==> src/rtl/ppm_pkg.sv <==
// Shared encodings, widths and default slot timing for the PPM frame scheduler.
package ppm_pkg;

   localparam int unsigned SOF_CLKS_DEF  = 128;
   localparam int unsigned SYM_CLKS_DEF  = 128;
   localparam int unsigned EOF_CLKS_DEF  = 64;
   localparam int unsigned GAP_CLKS_DEF  = 16;
   localparam int unsigned MAX_BYTES_DEF = 16;

   localparam int unsigned SLOT_W = 10;
   localparam int unsigned BCNT_W = 5;
   localparam int unsigned BYTE_W = 8;
   localparam int unsigned SYM_W  = 2;

   typedef enum logic [1:0] {
      ORD_IDLE = 2'b00,
      ORD_SOF  = 2'b01,
      ORD_DATA = 2'b10,
      ORD_EOF  = 2'b11
   } order_t;

   typedef enum logic [2:0] {
      ST_IDLE = 3'd0,
      ST_SOF  = 3'd1,
      ST_DATA = 3'd2,
      ST_EOF  = 3'd3,
      ST_GAP  = 3'd4
   } state_t;

   // One source beat: byte plus end-of-frame marker.
   typedef struct packed {
      logic              last;
      logic [BYTE_W-1:0] data;
   } beat_t;

endpackage

==> src/rtl/ppm_rr_arb.sv <==
// Two-requester round-robin arbiter; the pointer favours the source not served last.
module ppm_rr_arb (
   input  logic       clk,
   input  logic       rst,
   input  logic [1:0] req,
   input  logic       upd,
   input  logic       served_s0,
   output logic [1:0] gnt_c
);

   logic ptr_q;   // 1 = source 1 wins a tie

   always_ff @(posedge clk or negedge rst) begin
      if (!rst)     ptr_q <= 1'b0;
      else if (upd) ptr_q <= served_s0;
   end

   always_comb begin
      gnt_c = req;
      if (req == 2'b11) gnt_c = ptr_q ? 2'b10 : 2'b01;
   end

endmodule

==> src/rtl/ppm_frame_scheduler.sv <==
// Frames source bytes into SOF / 2-bit PPM DATA symbols / EOF / GAP slots for the encoder.
module ppm_frame_scheduler
   import ppm_pkg::*;
#(
   parameter int unsigned SOF_CLKS  = SOF_CLKS_DEF,
   parameter int unsigned SYM_CLKS  = SYM_CLKS_DEF,
   parameter int unsigned EOF_CLKS  = EOF_CLKS_DEF,
   parameter int unsigned GAP_CLKS  = GAP_CLKS_DEF,
   parameter int unsigned MAX_BYTES = MAX_BYTES_DEF
) (
   input  logic       clk,
   input  logic       rst,
   input  logic       s0_valid,
   input  logic [7:0] s0_data,
   input  logic       s0_last,
   output logic       s0_ready,
   input  logic       s1_valid,
   input  logic [7:0] s1_data,
   input  logic       s1_last,
   output logic       s1_ready,
   output logic [1:0] order,
   output logic [9:0] slot_cnt,
   output logic [1:0] sym_idx,
   output logic [7:0] tx_byte,
   output logic [1:0] grant,
   output logic       busy,
   output logic       frame_err
);

   state_t              state_q, state_n;
   order_t              order_q, order_n;
   logic [SLOT_W-1:0]   slot_q, slot_n;
   logic [SYM_W-1:0]    sym_q, sym_n;
   logic [BYTE_W-1:0]   byte_q, byte_n;
   logic [1:0]          grant_q, grant_n;
   logic                busy_q, busy_n;
   logic                err_q, err_n;
   logic                last_q, last_n;
   logic [BCNT_W-1:0]   bcnt_q, bcnt_n;

   logic [1:0] arb_gnt_c;
   logic       arb_upd_c;
   logic       src_sel_c;
   logic       gnt_valid_c;
   beat_t      sel_beat_c;

   ppm_rr_arb u_arb (
      .clk       (clk),
      .rst       (rst),
      .req       ({s1_valid, s0_valid}),
      .upd       (arb_upd_c),
      .served_s0 (grant_q[0]),
      .gnt_c     (arb_gnt_c)
   );

   // In IDLE the arbiter picks the source; mid-frame only the owner is looked at.
   assign src_sel_c   = (state_q == ST_IDLE) ? arb_gnt_c[1] : grant_q[1];
   assign sel_beat_c  = src_sel_c ? beat_t'({s1_last, s1_data}) : beat_t'({s0_last, s0_data});
   assign gnt_valid_c = |(grant_q & {s1_valid, s0_valid});

   always_ff @(posedge clk or negedge rst) begin
      if (!rst) begin
         state_q <= ST_IDLE;
         order_q <= ORD_IDLE;
         slot_q  <= '0;
         sym_q   <= '0;
         byte_q  <= '0;
         grant_q <= '0;
         busy_q  <= 1'b0;
         err_q   <= 1'b0;
         last_q  <= 1'b0;
         bcnt_q  <= '0;
      end else begin
         state_q <= state_n;
         order_q <= order_n;
         slot_q  <= slot_n;
         sym_q   <= sym_n;
         byte_q  <= byte_n;
         grant_q <= grant_n;
         busy_q  <= busy_n;
         err_q   <= err_n;
         last_q  <= last_n;
         bcnt_q  <= bcnt_n;
      end
   end

   always_comb begin
      state_n   = state_q;
      order_n   = order_q;
      slot_n    = slot_q;
      sym_n     = sym_q;
      byte_n    = byte_q;
      grant_n   = grant_q;
      busy_n    = busy_q;
      err_n     = 1'b0;
      last_n    = last_q;
      bcnt_n    = bcnt_q;
      s0_ready  = 1'b0;
      s1_ready  = 1'b0;
      arb_upd_c = 1'b0;

      case (state_q)
         ST_IDLE: begin
            if (|arb_gnt_c) begin
               s0_ready = arb_gnt_c[0];
               s1_ready = arb_gnt_c[1];
               byte_n   = sel_beat_c.data;
               last_n   = sel_beat_c.last;
               bcnt_n   = BCNT_W'(1);
               grant_n  = arb_gnt_c;
               busy_n   = 1'b1;
               slot_n   = '0;
               order_n  = ORD_SOF;
               state_n  = ST_SOF;
            end
         end
         ST_SOF: begin
            if (slot_q == SLOT_W'(SOF_CLKS - 1)) begin
               slot_n  = '0;
               sym_n   = '0;
               order_n = ORD_DATA;
               state_n = ST_DATA;
            end else begin
               slot_n = slot_q + SLOT_W'(1);
            end
         end
         ST_DATA: begin
            if (slot_q == SLOT_W'(SYM_CLKS - 1)) begin
               slot_n = '0;
               if (sym_q != SYM_W'(3)) begin
                  sym_n = sym_q + SYM_W'(1);
               end else if (last_q || (bcnt_q == BCNT_W'(MAX_BYTES))) begin
                  order_n = ORD_EOF;
                  state_n = ST_EOF;
               end else if (gnt_valid_c) begin
                  s0_ready = grant_q[0];
                  s1_ready = grant_q[1];
                  byte_n   = sel_beat_c.data;
                  last_n   = sel_beat_c.last;
                  bcnt_n   = bcnt_q + BCNT_W'(1);
                  sym_n    = '0;
               end else begin
                  // Owner ran dry mid-frame: close the frame and flag it.
                  err_n   = 1'b1;
                  order_n = ORD_EOF;
                  state_n = ST_EOF;
               end
            end else begin
               slot_n = slot_q + SLOT_W'(1);
            end
         end
         ST_EOF: begin
            if (slot_q == SLOT_W'(EOF_CLKS - 1)) begin
               slot_n  = '0;
               order_n = ORD_IDLE;
               state_n = ST_GAP;
            end else begin
               slot_n = slot_q + SLOT_W'(1);
            end
         end
         ST_GAP: begin
            if (slot_q == SLOT_W'(GAP_CLKS - 1)) begin
               slot_n    = '0;
               grant_n   = '0;
               busy_n    = 1'b0;
               arb_upd_c = 1'b1;
               state_n   = ST_IDLE;
            end else begin
               slot_n = slot_q + SLOT_W'(1);
            end
         end
         default: begin
            state_n = ST_IDLE;
            order_n = ORD_IDLE;
            busy_n  = 1'b0;
            grant_n = '0;
            slot_n  = '0;
         end
      endcase
   end

   assign order     = order_q;
   assign slot_cnt  = slot_q;
   assign sym_idx   = sym_q;
   assign tx_byte   = byte_q;
   assign grant     = grant_q;
   assign busy      = busy_q;
   assign frame_err = err_q;

endmodule

==> config.mk <==
export PLATFORM = sky130hd
export DESIGN_NAME = ppm_frame_scheduler
export DESIGN_NICKNAME = d
export VERILOG_FILES = /design/src/rtl/ppm_pkg.sv /design/src/rtl/ppm_rr_arb.sv /design/src/rtl/ppm_frame_scheduler.sv
export SDC_FILE = /design/constraint.sdc
export NUM_CORES = 1
export LEC_CHECK = 0
export ABC_AREA = 1
export BUFFER_PORTS_ARGS = -buffer_cell sky130_fd_sc_hd__buf_2
export CORE_UTILIZATION = 48
export DETAILED_ROUTE_END_ITERATION = 10
export GPL_ROUTABILITY_DRIVEN = 0
export PLACE_DENSITY_LB_ADDON = 0.12
export REMOVE_ABC_BUFFERS = 1
export SYNTH_ARGS = -nofsm -noshare
export SYNTH_HDL_FRONTEND = slang
export SYNTH_SLANG_ARGS = --single-unit
==> constraint.sdc <==
create_clock -name clk -period 1.4 [get_ports clk]
set_input_delay 0.14 -clock clk [delete_from_list [all_inputs] [get_ports clk]]
set_output_delay 0.14 -clock clk [all_outputs]
set_load 0.02 [all_outputs]
Word-level counts from Yosys, hierarchy flattened
Index checks and enable logic that the tools add are counted.

Memories kept: 0. ROM bits: 0. Latch bits: 0. Memory bits (writable): 0. Register bits: 36. Input port bits: 22.

Div/mod/pow operators: 0. Equal/unequal tests: 21. Multiplexer cells: 75. Bitwise gates (word level): 3. Shift operators: 0. Add/sub/neg operators: 3. $lt $le $gt $ge: 0. Reduce and logical (&&, ||, !) cells: 13. Multipliers: 0.

Operators by type and width (number): two-way mux 10 bit (4); two-way mux 8 bit (5); case mux 10 bit (4 select lines) (1); two-way mux 2 bit (16); two-way mux 1 bit (25); two-way mux 5 bit (5); two-way mux 3 bit (8); inequality test 2 bit (second input constant) (8); case mux 8 bit (2 select lines) (1); case mux 3 bit (5 select lines) (1); AND reduction 7 bit (2); adder 10 x 1 -> 10 bit (second input constant) (1); equality test 10 x 4 -> 1 bit (second input constant) (1); equality test 10 x 6 -> 1 bit (second input constant) (1); equality test 10 x 7 -> 1 bit (second input constant) (1); case mux 2 bit (5 select lines) (1); case mux 5 bit (2 select lines) (1); two-way mux 9 bit (1); inequality test 3 bit (second input constant) (3); equality test 3 x 2 -> 1 bit (second input constant) (2); case mux 1 bit (2 select lines) (3); case mux 2 bit (3 select lines) (1); AND reduction 6 bit (1); OR reduction 2 bit (3); 17 further kinds (19).

Logic depth before layout (Yosys ltp)
Depth after elaboration: 9. Gate-level depth with buffers: 11. Mapped depth without buffers: 11.

Modules after synthesis
A second synthesis with hierarchy kept.

Cells, all modules: 303. Area, all modules: 2189.6 um^2.

Modules (own cells, without submodules): ppm_frame_scheduler (cells an instance 293, times used 1, area an instance 2128.3 um^2, seq. area each 875.8 um^2); ppm_rr_arb (cells an instance 10, times used 1, area an instance 61.3 um^2, seq. area each 25.0 um^2).

Worst setup path before layout
OpenSTA, ideal clock, no wires.

Path kind: reg-to-output. Start point: register slot_q[1] (netlist: slot_cnt[1]). End point: output s0_ready. Path slack: -0.385 ns. Arrival: 1.645 ns. Stages on the path, launching flop included: 6. Path through: dfrtp_1 -> ha_1 -> nand2_1 -> nor2_1 -> nand4_1 -> o21ai_0.

Longest elaborated chain between the ends: 3.

Ends and longest elaborated chain: from (decl) (RTL line ppm_frame_scheduler.sv:32) `logic [SLOT_W-1:0] slot_q, slot_n;`; from (signal assigned) (RTL line ppm_frame_scheduler.sv:76) `slot_q <= slot_n;`; equality test 10 x 7 -> 1 bit (RTL line ppm_frame_scheduler.sv:128) `if (slot_q == SLOT_W'(SYM_CLKS - 1)) begin`; two-way mux 1 bit (RTL line ppm_frame_scheduler.sv:128); case mux 1 bit (2 select lines) (RTL line ppm_frame_scheduler.sv:102) `case (state_q)`; to (decl) (RTL line ppm_frame_scheduler.sv:16) `output logic s0_ready,`.

No other way between the ends.

Final worst setup path
Ends and elaborated chain as after synthesis.

==> summary.md <==
The final HPWL from detailed placement is 4.04 mm. The relative contribution of the clock network to total power is 0.447, and the area added between synthesis and finish is 51.1%. The logs give 0.512 for the initial core utilization and 0.00181 uW for the leakage dissipation. The number of flip-flops and latches in the synthesized netlist came out at 36. The critical path endpoint category is a primary output.

The fraction of final layout cells with drive strength greater than 1 is 0.397, and the post-route minimum period is 1720 ps. For the first-pass iteration count of the detailed router, the log shows 4. Synthesis instantiated 24 different standard cells from the library.

The run gives 6.55 ps as the clock skew. TritonCTS built the clock tree. Measured along the x axis, the die boundary spans 68.3 um. For the proportion of power drawn by flip-flops and latches, the log shows 0.516. The final cycle utilization of the critical path works out to 1.23. The die height came out at 68.3 um. Summed over all nets, the switching power comes to 413 uW.

The routed wirelength normalized by instance count is 12.3 um, and the cell count after placement is 453. The number of primary I/O pins was 50; the synthesized area per cell was 7.02 um2. Entering global routing, the biggest net connects 37 pins. The worst-case hold slack is 150 ps, and the highest fanout seen on the critical path is 3. The number of antenna diodes in the final layout is 0. The internal power of the cells totals 1600 uW. The H-tree was split into 2 levels. For the final routed database, the setup TNS stands at -6470 ps.

Die outline area: 0.00466 mm2. The run gives 0.774 as the final core utilization. The data required time at the worst endpoint is 1260 ps, and the sequential share of the synthesized area is 0.428.

Clock-pin slew was measured on the worst setup and hold paths at 70 ps. The setup slack after layout was -321 ps. The routed design has 5.82 mm of wire. Synthesis produced 300 cells. Power spread over the standard cell area amounts to 632 mW/mm2. The dominant cell type by area after synthesis is sky130_fd_sc_hd__dfrtp_1. The number of clock sinks was 36.

The run finished, with violations left. The longest clock path from root to sink contains 2 buffers. The hold violation total from the final report came out at 0. After routing the design area is 0.00318 mm2.

IR analysis of the VDD net gives a maximum drop of 384 uV. Max-cap violations in this run came to 0. The critical path class is reg2out. The root buffer cell was sky130_fd_sc_hd__clkbuf_8. The number of buffers inserted during clock tree synthesis came out at 5. Once layout is complete, the cells apart from fillers number 473.

Setup violations remaining at the end of the flow were counted as 37. Port buffering added 49 buffers. The count of nets left with antenna violations after detail routing is 0.

The wire length of the first global-routing pass was 9.25 mm; the via count of the first global-routing pass was 2,099. The logs give 0 for the final max-slew violation count and 0 for the count of unresolved DRC violations after routing. Setup repair after global routing could not meet its margin everywhere. For the total standard cell area after synthesis, the log shows 0.00211 mm2.

The violation count after the first detailed-routing iteration was 143; the number of vias per cell was 4.90. STA classifies the critical path startpoint as a register. The number of antenna violations at the first check in global routing was 0; the clock insertion delay at the later pin of the skew report was 290 ps.

The Yosys step of the flow raised 0 warnings. The path class of the tightest hold or removal check is in2reg. The actual slew at the worst max-slew pin was 470 ps. In this run the core area contains 23 standard-cell rows. The total grt overflow was 0. For the aggregate global-route resource usage, the log shows 0.269. The arrival time at the worst endpoint is 1580 ps, and the worst slew slack as a fraction of its limit is 0.687. The share of the synthesized area in the top cell type came out at 0.428.

After synthesis, the cell types taking the most area are sky130_fd_sc_hd__dfrtp_1 (43%), sky130_fd_sc_hd__nand2_1 (23%), sky130_fd_sc_hd__nand3_1 (6.9%). The logs give 448 for the total number of nets in the final design and 0.036 for the proportion of power drawn by combinational gates. The checks that failed: negative setup slack. Summing all placed instances gives a cell area of 0.00282 mm2.

The region available for standard cell placement spans 0.00412 mm2. The routed layout has 2,319 vias. The switching part of the total power is 0.205. Derived from the worst setup path, the maximum achievable clock frequency is 581 MHz.
## critical path: stages (launching register included)
cell,delay (ps)
sky130_fd_sc_hd__dfrtp_1,400
sky130_fd_sc_hd__ha_4,180
sky130_fd_sc_hd__nand2_4,60
sky130_fd_sc_hd__nor2_4,90
sky130_fd_sc_hd__nand4_1,180
sky130_fd_sc_hd__o21ai_1,220
sky130_fd_sc_hd__buf_4,170
## path summary, 6_finish.rpt
path	start	end	slack, ps	cells after the start
worst max-delay path	slot_cnt[1]	s0_ready	-320	6
min in group asynchronous	rst	busy	430	3
worst min register to register	order[0]	order[0]	470	2
worst max register to register	state_q[1]	bcnt_q[1]	-230	10
worst min-delay path	s1_data[6]	tx_byte[6]	150	5
max in group asynchronous	rst	state_q[1]	630	3
## flip-flops by register name, summed over array words and instances, names as in the netlist, 2 cells and up
register	count
grant	2
state_q	3
tx_byte	8
slot_cnt	10
bcnt_q	5
sym_idx	2
order	2
## cells by family (layout without fill, tap and decap cells)
| group | count (synthesis) | in the layout | synth area share |
|---|---|---|---|
| simple gates | 203 | 203 | 0.409 |
| buf+inv | 37 | 160 | 0.0736 |
| flops | 36 | 36 | 0.428 |
| compound gates | 10 | 10 | 0.0237 |
| xor+xnor | 9 | 9 | 0.0374 |
| fa+ha+maj | 4 | 4 | 0.0238 |
| mux | 1 | 1 | 0.00534 |
## routing by layer
| metal | wire [um] | GRT usage | share of wire | vias up |
|---|---|---|---|---|
| li1 | - | - | - | 1176 |
| met1 | 2730 | 0.357 | 0.47 | 1069 |
| met2 | 2770 | 0.429 | 0.48 | 63 |
| met3 | 222 | 0.0550 | 0.038 | 11 |
| met4 | 94 | 0.0990 | 0.016 | 0 |
| met5 | 0 | 0 | 0 | - |
## synthesized netlist by cell type
library cell and n:
sky130_fd_sc_hd__a21oi_1 1, sky130_fd_sc_hd__buf_2 1, sky130_fd_sc_hd__buf_4 2, sky130_fd_sc_hd__buf_6 1
sky130_fd_sc_hd__dfrtp_1 36, sky130_fd_sc_hd__ha_1 4, sky130_fd_sc_hd__inv_1 29, sky130_fd_sc_hd__inv_2 4
sky130_fd_sc_hd__mux2_2 1, sky130_fd_sc_hd__nand2_1 130, sky130_fd_sc_hd__nand2_2 2, sky130_fd_sc_hd__nand2_4 1
sky130_fd_sc_hd__nand3_1 29, sky130_fd_sc_hd__nand3b_1 1, sky130_fd_sc_hd__nand4_1 4, sky130_fd_sc_hd__nand4_2 1
sky130_fd_sc_hd__nor2_1 28, sky130_fd_sc_hd__nor2_4 2, sky130_fd_sc_hd__nor3_1 3, sky130_fd_sc_hd__nor3_2 1
sky130_fd_sc_hd__nor4_1 1, sky130_fd_sc_hd__o21ai_0 9, sky130_fd_sc_hd__xnor2_1 1, sky130_fd_sc_hd__xor2_1 8
## cell type report
class                      instances  area [um2]
clock buffer                       6        72.6
clock inverter                     2        35.0
multi-input combinational        227        1180
sequential                        36         902
tap                               50        62.6
inverter                          33         126
fill                             315         931
timing repair buffer             119         805
## through the flow
| stage | power [uW] | worst slack [ps] |
|---|---|---|
| after floorplan | 1080 | -385 |
| after global placement | 1130 | -177 |
| after detailed placement | 1130 | -201 |
| after CTS | 2030 | -309 |
| after global routing | 2090 | -360 |
| final | 2010 | -321 |
## layout by cell type (no fill, tap or decap)
cell | synthesis | layout
sky130_fd_sc_hd__mux2_2 | 1 | 1
sky130_fd_sc_hd__ha_2 | 0 | 1
sky130_fd_sc_hd__nand4_4 | 0 | 1
sky130_fd_sc_hd__a21oi_1 | 1 | 1
sky130_fd_sc_hd__nand3b_1 | 1 | 1
sky130_fd_sc_hd__nor2_1 | 28 | 23
sky130_fd_sc_hd__inv_1 | 29 | 25
sky130_fd_sc_hd__xnor2_1 | 1 | 1
sky130_fd_sc_hd__clkinv_2 | 0 | 1
sky130_fd_sc_hd__nand2_2 | 2 | 9
sky130_fd_sc_hd__ha_4 | 0 | 1
sky130_fd_sc_hd__nand2_4 | 1 | 4
sky130_fd_sc_hd__dfrtp_2 | 0 | 1
sky130_fd_sc_hd__dlygate4sd3_1 | 0 | 1
sky130_fd_sc_hd__buf_6 | 1 | 7
sky130_fd_sc_hd__o21ai_0 | 9 | 4
sky130_fd_sc_hd__ha_1 | 4 | 2
sky130_fd_sc_hd__nor2_2 | 0 | 3
sky130_fd_sc_hd__nor2_4 | 2 | 4
sky130_fd_sc_hd__nor3_2 | 1 | 2
sky130_fd_sc_hd__o21ai_2 | 0 | 2
sky130_fd_sc_hd__inv_2 | 4 | 7
sky130_fd_sc_hd__clkbuf_8 | 0 | 5
sky130_fd_sc_hd__dfrtp_1 | 36 | 35
sky130_fd_sc_hd__inv_4 | 0 | 1
sky130_fd_sc_hd__nor4_2 | 0 | 1
sky130_fd_sc_hd__clkbuf_1 | 0 | 1
sky130_fd_sc_hd__xor2_1 | 8 | 8
sky130_fd_sc_hd__nand3_1 | 29 | 24
sky130_fd_sc_hd__nor3_1 | 3 | 2
sky130_fd_sc_hd__o21ai_1 | 0 | 3
sky130_fd_sc_hd__bufinv_16 | 0 | 1
sky130_fd_sc_hd__nand4_1 | 4 | 4
sky130_fd_sc_hd__nand2_1 | 130 | 120
sky130_fd_sc_hd__buf_4 | 2 | 64
sky130_fd_sc_hd__buf_2 | 1 | 47
sky130_fd_sc_hd__nand3_2 | 0 | 5
## power groups by stage
stage | Sequential, uW | Clock (uW) | Combinational (uW)
floorplan | 1060 | 0 | 16.5
global placement | 1060 | 0 | 69.7
detailed placement | 1060 | 0 | 70.4
CTS | 1040 | 912 | 73.5
global route | 1040 | 967 | 84.8
finish | 1040 | 900 | 72.9
## timing repair
action | in CTS | in global routing
endpoints found under the hold margin | 36 | 0
buffers inserted | 6 | 4
cloned | 1 | 0
hold buffers | 1 | 0
pin swaps | 10 | 16
gates resized for setup | 28 | 26
setup endpoints to repair | 37 | 38
Note: power is estimated with default switching activity, not from simulation.
